$ cat config.mk
export PLATFORM = sky130hd
export DESIGN_NAME = if_stage
export DESIGN_NICKNAME = d
export VERILOG_FILES = /design/src/rtl/mips_pkg.sv /design/src/rtl/ins_decoder.sv /design/src/rtl/if_stage.sv
export SDC_FILE = /design/constraint.sdc
export NUM_CORES = 1
export LEC_CHECK = 0
export ABC_AREA = 1
export ABC_CLOCK_PERIOD_IN_PS = 4000
export CORE_MARGIN = 1.5
export CORE_UTILIZATION = 51
export CTS_CLUSTER_DIAMETER = 30
export CTS_CLUSTER_SIZE = 40
export DETAILED_ROUTE_END_ITERATION = 8
export DONT_BUFFER_PORTS = 1
export GPL_TIMING_DRIVEN = 0
export HOLD_SLACK_MARGIN = 0.02
export PLACE_DENSITY = 0.66
export SLEW_MARGIN = 5
export SYNTH_ARGS = -nofsm -noshare
export SYNTH_HDL_FRONTEND = slang
export SYNTH_HIERARCHICAL = 1
export SYNTH_SLANG_ARGS = --single-unit
$ cat constraint.sdc
create_clock -name clk -period 4 [get_ports clk]
set_input_delay 0.8 -clock clk [delete_from_list [all_inputs] [get_ports clk]]
set_output_delay 0.8 -clock clk [all_outputs]
set_load 0.05 [all_outputs]
$ cat src/rtl/mips_pkg.sv
// Shared encodings for the MIPS fetch/decode front end: opcodes, funct codes,
// one-hot instruction indices, next-PC selects and the fetch FSM states.
package mips_pkg;

    localparam logic [31:0] RESET_PC_DEF = 32'h0040_0000;

    // Primary opcodes
    localparam logic [5:0] OP_RTYPE = 6'h00;
    localparam logic [5:0] OP_J     = 6'h02;
    localparam logic [5:0] OP_JAL   = 6'h03;
    localparam logic [5:0] OP_BEQ   = 6'h04;
    localparam logic [5:0] OP_BNE   = 6'h05;
    localparam logic [5:0] OP_ADDI  = 6'h08;
    localparam logic [5:0] OP_ADDIU = 6'h09;
    localparam logic [5:0] OP_SLTI  = 6'h0A;
    localparam logic [5:0] OP_SLTIU = 6'h0B;
    localparam logic [5:0] OP_ANDI  = 6'h0C;
    localparam logic [5:0] OP_ORI   = 6'h0D;
    localparam logic [5:0] OP_XORI  = 6'h0E;
    localparam logic [5:0] OP_LUI   = 6'h0F;
    localparam logic [5:0] OP_LW    = 6'h23;
    localparam logic [5:0] OP_SW    = 6'h2B;

    // R-type funct codes
    localparam logic [5:0] FN_SLL  = 6'h00;
    localparam logic [5:0] FN_SRL  = 6'h02;
    localparam logic [5:0] FN_SRA  = 6'h03;
    localparam logic [5:0] FN_SLLV = 6'h04;
    localparam logic [5:0] FN_SRLV = 6'h06;
    localparam logic [5:0] FN_SRAV = 6'h07;
    localparam logic [5:0] FN_JR   = 6'h08;
    localparam logic [5:0] FN_ADD  = 6'h20;
    localparam logic [5:0] FN_ADDU = 6'h21;
    localparam logic [5:0] FN_SUB  = 6'h22;
    localparam logic [5:0] FN_SUBU = 6'h23;
    localparam logic [5:0] FN_AND  = 6'h24;
    localparam logic [5:0] FN_OR   = 6'h25;
    localparam logic [5:0] FN_XOR  = 6'h26;
    localparam logic [5:0] FN_NOR  = 6'h27;
    localparam logic [5:0] FN_SLT  = 6'h2A;
    localparam logic [5:0] FN_SLTU = 6'h2B;

    // One-hot bit positions in the ins vector
    localparam int INS_ADD   = 0;
    localparam int INS_ADDU  = 1;
    localparam int INS_SUB   = 2;
    localparam int INS_SUBU  = 3;
    localparam int INS_AND   = 4;
    localparam int INS_OR    = 5;
    localparam int INS_XOR   = 6;
    localparam int INS_NOR   = 7;
    localparam int INS_SLT   = 8;
    localparam int INS_SLTU  = 9;
    localparam int INS_SLL   = 10;
    localparam int INS_SRL   = 11;
    localparam int INS_SRA   = 12;
    localparam int INS_SLLV  = 13;
    localparam int INS_SRLV  = 14;
    localparam int INS_SRAV  = 15;
    localparam int INS_JR    = 16;
    localparam int INS_ADDI  = 17;
    localparam int INS_ADDIU = 18;
    localparam int INS_ANDI  = 19;
    localparam int INS_ORI   = 20;
    localparam int INS_XORI  = 21;
    localparam int INS_LW    = 22;
    localparam int INS_SW    = 23;
    localparam int INS_BEQ   = 24;
    localparam int INS_BNE   = 25;
    localparam int INS_SLTI  = 26;
    localparam int INS_SLTIU = 27;
    localparam int INS_LUI   = 28;
    localparam int INS_J     = 29;
    localparam int INS_JAL   = 30;

    // Next-PC select from the control unit
    localparam logic [1:0] PCSEL_SEQ = 2'b00;
    localparam logic [1:0] PCSEL_JR  = 2'b01;
    localparam logic [1:0] PCSEL_BR  = 2'b10;
    localparam logic [1:0] PCSEL_J   = 2'b11;

    typedef enum logic [1:0] {
        ST_RESET = 2'b00,
        ST_FETCH = 2'b01,
        ST_EXEC  = 2'b10,
        ST_HALT  = 2'b11
    } state_t;

    // Branch displacement: sign-extended word offset converted to bytes.
    function automatic logic signed [31:0] br_offset(input logic [15:0] imm);
        logic signed [31:0] off;
        off = {{14{imm[15]}}, imm, 2'b00};
        return off;
    endfunction

endpackage

$ cat src/rtl/ins_decoder.sv
// Combinational MIPS pre-decode: instruction word to one-hot ins vector.
// An all-zero result marks an unsupported opcode/funct combination.
module ins_decoder
    import mips_pkg::*;
(
    input  logic [31:0] word,
    output logic [31:0] ins
);

    logic [5:0] opcode;
    logic [5:0] funct;
    logic       unused_fields;

    assign opcode = word[31:26];
    assign funct  = word[5:0];
    // rs/rt/rd/shamt and immediates do not affect the class of the instruction
    assign unused_fields = ^word[25:6];

    always_comb begin
        ins = '0;
        case (opcode)
            OP_RTYPE: begin
                case (funct)
                    FN_ADD:  ins[INS_ADD]  = 1'b1;
                    FN_ADDU: ins[INS_ADDU] = 1'b1;
                    FN_SUB:  ins[INS_SUB]  = 1'b1;
                    FN_SUBU: ins[INS_SUBU] = 1'b1;
                    FN_AND:  ins[INS_AND]  = 1'b1;
                    FN_OR:   ins[INS_OR]   = 1'b1;
                    FN_XOR:  ins[INS_XOR]  = 1'b1;
                    FN_NOR:  ins[INS_NOR]  = 1'b1;
                    FN_SLT:  ins[INS_SLT]  = 1'b1;
                    FN_SLTU: ins[INS_SLTU] = 1'b1;
                    FN_SLL:  ins[INS_SLL]  = 1'b1;
                    FN_SRL:  ins[INS_SRL]  = 1'b1;
                    FN_SRA:  ins[INS_SRA]  = 1'b1;
                    FN_SLLV: ins[INS_SLLV] = 1'b1;
                    FN_SRLV: ins[INS_SRLV] = 1'b1;
                    FN_SRAV: ins[INS_SRAV] = 1'b1;
                    FN_JR:   ins[INS_JR]   = 1'b1;
                    default: ins = '0;
                endcase
            end
            OP_ADDI:  ins[INS_ADDI]  = 1'b1;
            OP_ADDIU: ins[INS_ADDIU] = 1'b1;
            OP_ANDI:  ins[INS_ANDI]  = 1'b1;
            OP_ORI:   ins[INS_ORI]   = 1'b1;
            OP_XORI:  ins[INS_XORI]  = 1'b1;
            OP_LW:    ins[INS_LW]    = 1'b1;
            OP_SW:    ins[INS_SW]    = 1'b1;
            OP_BEQ:   ins[INS_BEQ]   = 1'b1;
            OP_BNE:   ins[INS_BNE]   = 1'b1;
            OP_SLTI:  ins[INS_SLTI]  = 1'b1;
            OP_SLTIU: ins[INS_SLTIU] = 1'b1;
            OP_LUI:   ins[INS_LUI]   = 1'b1;
            OP_J:     ins[INS_J]     = 1'b1;
            OP_JAL:   ins[INS_JAL]   = 1'b1;
            default:  ins = '0;
        endcase
    end

endmodule

$ cat src/rtl/if_stage.sv
// Instruction fetch and pre-decode stage: owns the PC, runs the req/ack fetch,
// latches the word with its one-hot decode and commits the next PC.
module if_stage
    import mips_pkg::*;
#(
    parameter logic [31:0] RESET_PC = RESET_PC_DEF,
    parameter int          ADDR_W   = 32
) (
    input  logic              clk,
    input  logic              rst,
    output logic              imem_req,
    output logic [ADDR_W-1:0] imem_addr,
    input  logic              imem_ack,
    input  logic [31:0]       imem_rdata,
    input  logic [1:0]        pc_sel,
    input  logic [ADDR_W-1:0] rs_data,
    input  logic              stall,
    output logic [ADDR_W-1:0] pc,
    output logic [ADDR_W-1:0] pc_plus4,
    output logic [31:0]       instr,
    output logic [31:0]       ins,
    output logic              ins_valid,
    output logic              commit,
    output logic              illegal
);

    state_t            state_q;
    state_t            state_d;
    logic [31:0]       ins_dec;
    logic [ADDR_W-1:0] next_pc;
    logic              fetch_done;
    logic              misaligned;
    logic              pc_load;

    ins_decoder u_dec (
        .word (imem_rdata),
        .ins  (ins_dec)
    );

    assign pc_plus4   = pc + ADDR_W'(4);
    assign imem_req   = (state_q == ST_FETCH);
    assign imem_addr  = pc;
    assign ins_valid  = (state_q == ST_EXEC);
    assign commit     = ins_valid & ~stall;
    assign illegal    = (state_q == ST_HALT);
    assign fetch_done = (state_q == ST_FETCH) && imem_ack;
    assign misaligned = (next_pc[1:0] != 2'b00);
    assign pc_load    = commit && !misaligned;

    always_comb begin
        next_pc = pc_plus4;
        case (pc_sel)
            PCSEL_SEQ: next_pc = pc_plus4;
            PCSEL_JR:  next_pc = rs_data;
            PCSEL_BR:  next_pc = pc_plus4 + $unsigned(br_offset(instr[15:0]));
            PCSEL_J:   next_pc = {pc_plus4[ADDR_W-1:28], instr[25:0], 2'b00};
            default:   next_pc = pc_plus4;
        endcase
    end

    always_comb begin
        state_d = state_q;
        case (state_q)
            ST_RESET: state_d = ST_FETCH;
            ST_FETCH: begin
                if (imem_ack) begin
                    // An undecodable word skips EXEC entirely
                    state_d = (ins_dec == '0) ? ST_HALT : ST_EXEC;
                end
            end
            ST_EXEC: begin
                if (!stall) begin
                    state_d = misaligned ? ST_HALT : ST_FETCH;
                end
            end
            ST_HALT:  state_d = ST_HALT;
            default:  state_d = ST_RESET;
        endcase
    end

    always_ff @(posedge clk or posedge rst) begin
        if (rst) begin
            state_q <= ST_RESET;
        end else begin
            state_q <= state_d;
        end
    end

    always_ff @(posedge clk or posedge rst) begin
        if (rst) begin
            pc <= RESET_PC;
        end else if (pc_load) begin
            pc <= next_pc;
        end
    end

    always_ff @(posedge clk or posedge rst) begin
        if (rst) begin
            instr <= '0;
            ins   <= '0;
        end else if (fetch_done) begin
            instr <= imem_rdata;
            ins   <= ins_dec;
        end
    end

endmodule

After elaboration in Yosys (flattened, before gate mapping)
Cells that the tools add are included.
{"block": "totals", "register_bits": 97}
{"block": "classes", "add_sub_neg": 2, "eq_ne": 38, "n_mux": 38, "bitwise": 2, "n_reduce_logical": 10}
{"operator": "$pmux W32 S4", "n": 1}
{"operator": "$eq A6 B6 Y1 const B", "n": 12}
{"operator": "$eq A6 B4 Y1 const B", "n": 9}
{"operator": "$add A32 B3 Y32 const B", "n": 1}
{"operator": "$add A32 B32 Y32", "n": 1}
{"operator": "$logic_not A32 Y1", "n": 1}
{"operator": "$mux W1", "n": 32}
{"operator": "$eq A6 B3 Y1 const B", "n": 5}
{"operator": "$eq A6 B2 Y1 const B", "n": 4}
{"operator": "$mux W17", "n": 1}
{"operator": "$logic_not A6 Y1", "n": 2}
{"operator": "$eq A2 B2 Y1 const B", "n": 4}
{"operator": "$pmux W2 S4", "n": 1}
{"operator": "$mux W2", "n": 3}
{"operator": "$eq A2 B1 Y1 const B", "n": 2}
{"operator": "$logic_not A2 Y1", "n": 2}
{"operator": "$logic_and A1 B1 Y1", "n": 2}
{"operator": "$ne A2 B1 Y1 const B", "n": 1}
{"operator": "$ne A2 B2 Y1 const B", "n": 1}
{"operator": "$reduce_and A2 Y1", "n": 1}
{"operator": "$reduce_bool A2 Y1", "n": 1}
{"operator": "$and A1 B1 Y1", "n": 1}
{"operator": "$logic_not A1 Y1", "n": 1}
{"operator": "$not A1 Y1", "n": 1}

Longest topological paths before layout
{"block": "logic_depth", "ltp_word": 7, "depth_mapped": 26, "depth_no_buf": 26}

Hierarchy
The synthesis kept the hierarchy.
{"module": "if_stage", "n_inst": 1, "cells_per_inst": 1099, "area_per_inst_um2": 7728.7, "seq_area_each_um2": 2453.6}
{"module": "ins_decoder", "n_inst": 1, "cells_per_inst": 86, "area_per_inst_um2": 394.1, "seq_area_each_um2": 0.0}

Worst setup path before layout
OpenSTA, ideal clock, no wires.
{"block": "synth_timing", "path_kind": "register to register", "start": "reg pc[2] (netlist: imem_addr[2])", "end": "reg pc[30] (netlist: imem_addr[30])", "setup_ns": 0.118, "t_arrival_ns": 3.751, "required_time_ns": 3.882, "setup_slack_ns": 0.131, "path_stages_with_launch": 18, "synth_period_minus_slack_ns": 3.869, "path_cell_list": "dfrtp_1 inv_1 nor2_4 nand2_4 nor2_4 nand2_4 xor2_1 ha_1 a21oi_1 o21ai_0 nand2_1 nand2_1 a21oi_1 nand3_1 nand3_1 nand2_1 nand2_1 nand2_1"}
{"block": "synth_between", "elab_chain_cells": 3}
{"item": "start, declared", "line_no": "if_stage.sv:18", "text": "output logic [ADDR_W-1:0] pc,"}
{"item": "start signal, assigned", "line_no": "if_stage.sv:93", "text": "pc <= next_pc;"}
{"item": "$add A32 B3 Y32", "line_no": "if_stage.sv:40", "text": "assign pc_plus4 = pc + ADDR_W'(4);"}
{"item": "named net pc_plus4[2]", "line_no": "if_stage.sv:19", "text": "output logic [ADDR_W-1:0] pc_plus4,"}
{"item": "$add A32 B32 Y32", "line_no": "if_stage.sv:55", "text": "PCSEL_BR: next_pc = pc_plus4 + $unsigned(br_offset(instr[15:0]));"}
{"item": "$pmux W32 S4", "line_no": "if_stage.sv:52", "text": "case (pc_sel)"}
The timed path passes the listed nets, and every way through them passes these cells.
A chain may end at the register's enable or synchronous reset.

Final worst setup path
{"block": "layout_timing", "start": "reg pc[2] (netlist: imem_addr[2])", "end": "reg pc[21] (netlist: imem_addr[21])"}
The elaborated chain is that of the path after synthesis.

==> impl_results.md <==
- Status: completed
- Reg2reg setup slack: 0.22 ns
- Buffer and inverter count on the worst path: 5
- Initial antenna violation count: 2
- GRT Util Overall: 33.2%
- Later-pin clock latency in the skew report: about 0.36 ns
- Top-count cell post-synth: nand2_1
- CP peak stage delay: 0.58 ns
- CP Max Fanout: 5
- CP arrival: 4.03 ns
- CP Class: reg2reg
- Cts bufs inserted: 9
- Vias in the first global route: 7,510
- Iteration-0 DRC count of the detailed router: 660
- H-tree depth: 3
- Final number of hold-violating endpoints: 0
- Synth top cells by count: nand2_1 (337), inv_1 (166), nor2_1 (109), dfrtp_1 (97), o21ai_0 (74)
- HPWL Detailed: 22.3 mm
- Crit path depth: 22
- 1st-pass router iterations: 6
- Filler Cell Count: between 1k and 1.5k
- Crit path required time: 4.25 ns
- CP Launch Type: flip-flop
- Via Count: about 8.0k
- Final Skew: 0.00963 ns
- CORE AREA: 15,400 um^2
- Die X: 129 um
- Global-route wire length before repair: slightly above 40 mm
- Clock root cell: clkbuf_16
- Max-cap viol count: 0
- Mapped Cells: 1,185
- Synth unique cells: 48
- Ys flop type: dfrtp_1
- Worst-path clk slew: 0.07 ns
- GR Overflow Total: 0
- R2R Path Start: imem_addr[2]
- Critical path endpoint category: flip-flop
- # setup viols final: 0
- # nets final: 1,309
- Crit path time final: about 3.8 ns
- Delay-heaviest family, CP: simple AND/OR/NAND/NOR gates
- I/O pins: 234
- Post-Layout Cell Count: ~1.4k
- Dominant cell type by area after synthesis: dfrtp_1
- Drt wl/cell: a little under 20 um
- Clk buf depth: 2
- Clk sinks: slightly below 100
- Syn_area_per_cell: approximately 6.9 um^2
- Starting Density: 52.8%
- Reg2reg end: imem_addr[21]
- R2r worst-path depth: 22
- Most used cell, CP: nand2_1
- Full die area: 16,700 um^2
- Number of synthesized flops with an enable pin: 0
- Syn_nets: 1,291
- Post-Syn Area: 8120 um^2
- Die height: between 100 and 150 um
- Slowest CP cell: dfrtp_4
- Hold buffers post-CTS: 0
- Tightest Pin Transition: 1.44 ns
- Top-area cell type share of the netlist area: between 20 and 30%
- Fmax: approximately 260 MHz
- Seq/Total Area, Yosys: 30.2%
- Row count: 45
- Area delta synth->final: 10.9%
- Register Area: about 2500 um^2
- Synthesized flop and latch total: 98
- GP Congestion: 0.954
- Critical Path Sink: imem_addr[21]
- Ys Warns: 6
- Final antenna-violating net count: 0
- CTS tree: yes
- Largest net degree at the start of global routing: 69
- Synth async-reset ratio: between 90% and 100%
- Max-slew headroom: under 10%
- Synth top area cells: dfrtp_1 (30%), nand2_1 (16%), inv_1 (7.7%)
- Drt drc: 0
- TNS Setup: 0 ns
- Vias/cell: 5.66
- Inst Count DP: 1,398
- Ratio of cells with drive above 1 in the final layout: 18.0%
- Min-Delay Path Class: in2async
- Worst path cell trace: ha_4 -> nand2_1 -> inv_1 -> nand2_2 -> nor2_4 -> nand3_4 -> inv_2 -> nand4_1 -> nand2_1 -> clkinvlp_4 -> ha_1 -> nand2_1 -> nor2_1 -> inv_1 -> o21ai_2 -> inv_1 -> nand3_1 -> nand2_1 -> nand2_1 -> o21ai_1 -> nand2_1 -> nand2_1
- Area of the multi-input gates: 4870 um^2
- Max-slew violations: 0
- Crit share post-route: 94.5%
- IO Port Bufs: 0
- RSZ-0062 raised after global routing: true
- CP Launch Point: imem_addr[2]
- Final WL: 27.7 mm
-- worst register-to-register path, stage by stage (launching register included) --
cell and delay (ns):
dfrtp_4 0.58, ha_4 0.19, nand2_1 0.06, inv_1 0.10, nand2_2 0.08, nor2_4 0.16
nand3_4 0.12, inv_2 0.11, nand4_1 0.08, nand2_1 0.18, clkinvlp_4 0.31, ha_1 0.47
nand2_1 0.13, nor2_1 0.15, inv_1 0.11, o21ai_2 0.25, inv_1 0.06, nand3_1 0.15
nand2_1 0.07, nand2_1 0.06, o21ai_1 0.07, nand2_1 0.11, nand2_1 0.05
-- final cells by class --
type                            instances  share of cell area (%)
Timing Repair Buffer                    7                   0.764
Multi-Input combinational cell        857                    54.0
Sequential cell                        98                    27.6
Tap cell                              211                    2.93
Antenna cell                            1                  0.0278
Clock buffer                            9                    2.50
Inverter                              169                    7.24
Clock inverter                          7                   0.653
Buffer                                 61                    4.32
-- routing by layer --
metal | track usage, % | wire [um] | up-vias
li1 | - | - | 3847
met4 | 11.3 | 927 | 2
met1 | 43.6 | 11500 | 3712
met2 | 52.2 | 12300 | 419
met5 | 0 | 16 | -
met3 | 10.2 | 2910 | 58
-- registers in the layout (all words and copies together) (netlist names) --
signal,count
imem_addr,32
ins,32
instr,32
state_q,2
-- cell families after synthesis --
group                    count (synthesis)  synth area share (%)
AO/OA/AOI/OAI                          176                  12.3
XOR/XNOR                                17                  1.93
buffers and inverters                  230                  12.6
other                                    1                0.0462
adder cells (fa/ha/maj)                 36                  5.64
AND/OR/NAND/NOR                        589                  32.0
flip-flops                              98                  30.2
multiplexers                            38                  5.27
-- timing repair --
| item | 4_1_cts | 5_1_grt |
|---|---|---|
| endpoints found under the setup margin | 26 | 17 |
| pin swaps | 0 | 6 |
| endpoints found under the hold margin | 0 | 0 |
| setup buffers | 0 | 5 |
| gates resized for setup | 10 | 64 |
-- through the flow --
step	util, %	cell area, um^2	worst slack [ns]	hold WS [ns]
2_1_floorplan	-	8120	0.131	0.568
3_3_place_gp	54.6	8390	-0.686	0.601
3_5_place_dp	54.9	8430	-0.701	0.614
4_1_cts	57.0	8770	0.0101	0.338
5_1_grt	58.6	9010	-0.0453	0.353
6_report	58.6	9010	0.219	0.330
-- worst min-delay path by stage --
stage	end	depth (start not counted)	start
2_1_floorplan	state_q[1]	2	state_q[0]
3_3_place_gp	state_q[1]	2	state_q[0]
3_5_place_dp	state_q[1]	2	state_q[1]
4_1_cts	imem_addr[1]	1	rst
5_1_grt	imem_addr[0]	1	rst
6_report	imem_addr[1]	1	rst
-- cells in the final DEF (no fill, tap or decap), types with 9 or more instances in the layout --
master	n
mux2_2	38
o21ai_1	11
ha_1	31
nand2_2	9
clkbuf_1	10
a221oi_1	17
inv_2	12
nand3_1	61
o21ai_0	69
dfrtp_1	77
nor2_4	10
a21oi_1	55
dfrtp_2	18
nor2_1	105
nor2_2	11
nand2_1	334
buf_4	40
nand4_1	20
clkbuf_16	9
buf_2	13
inv_1	152
Power is left out: the tool's default activity adds up to more than one toggle a clock period on the data nets, which glitch-free logic cannot reach.
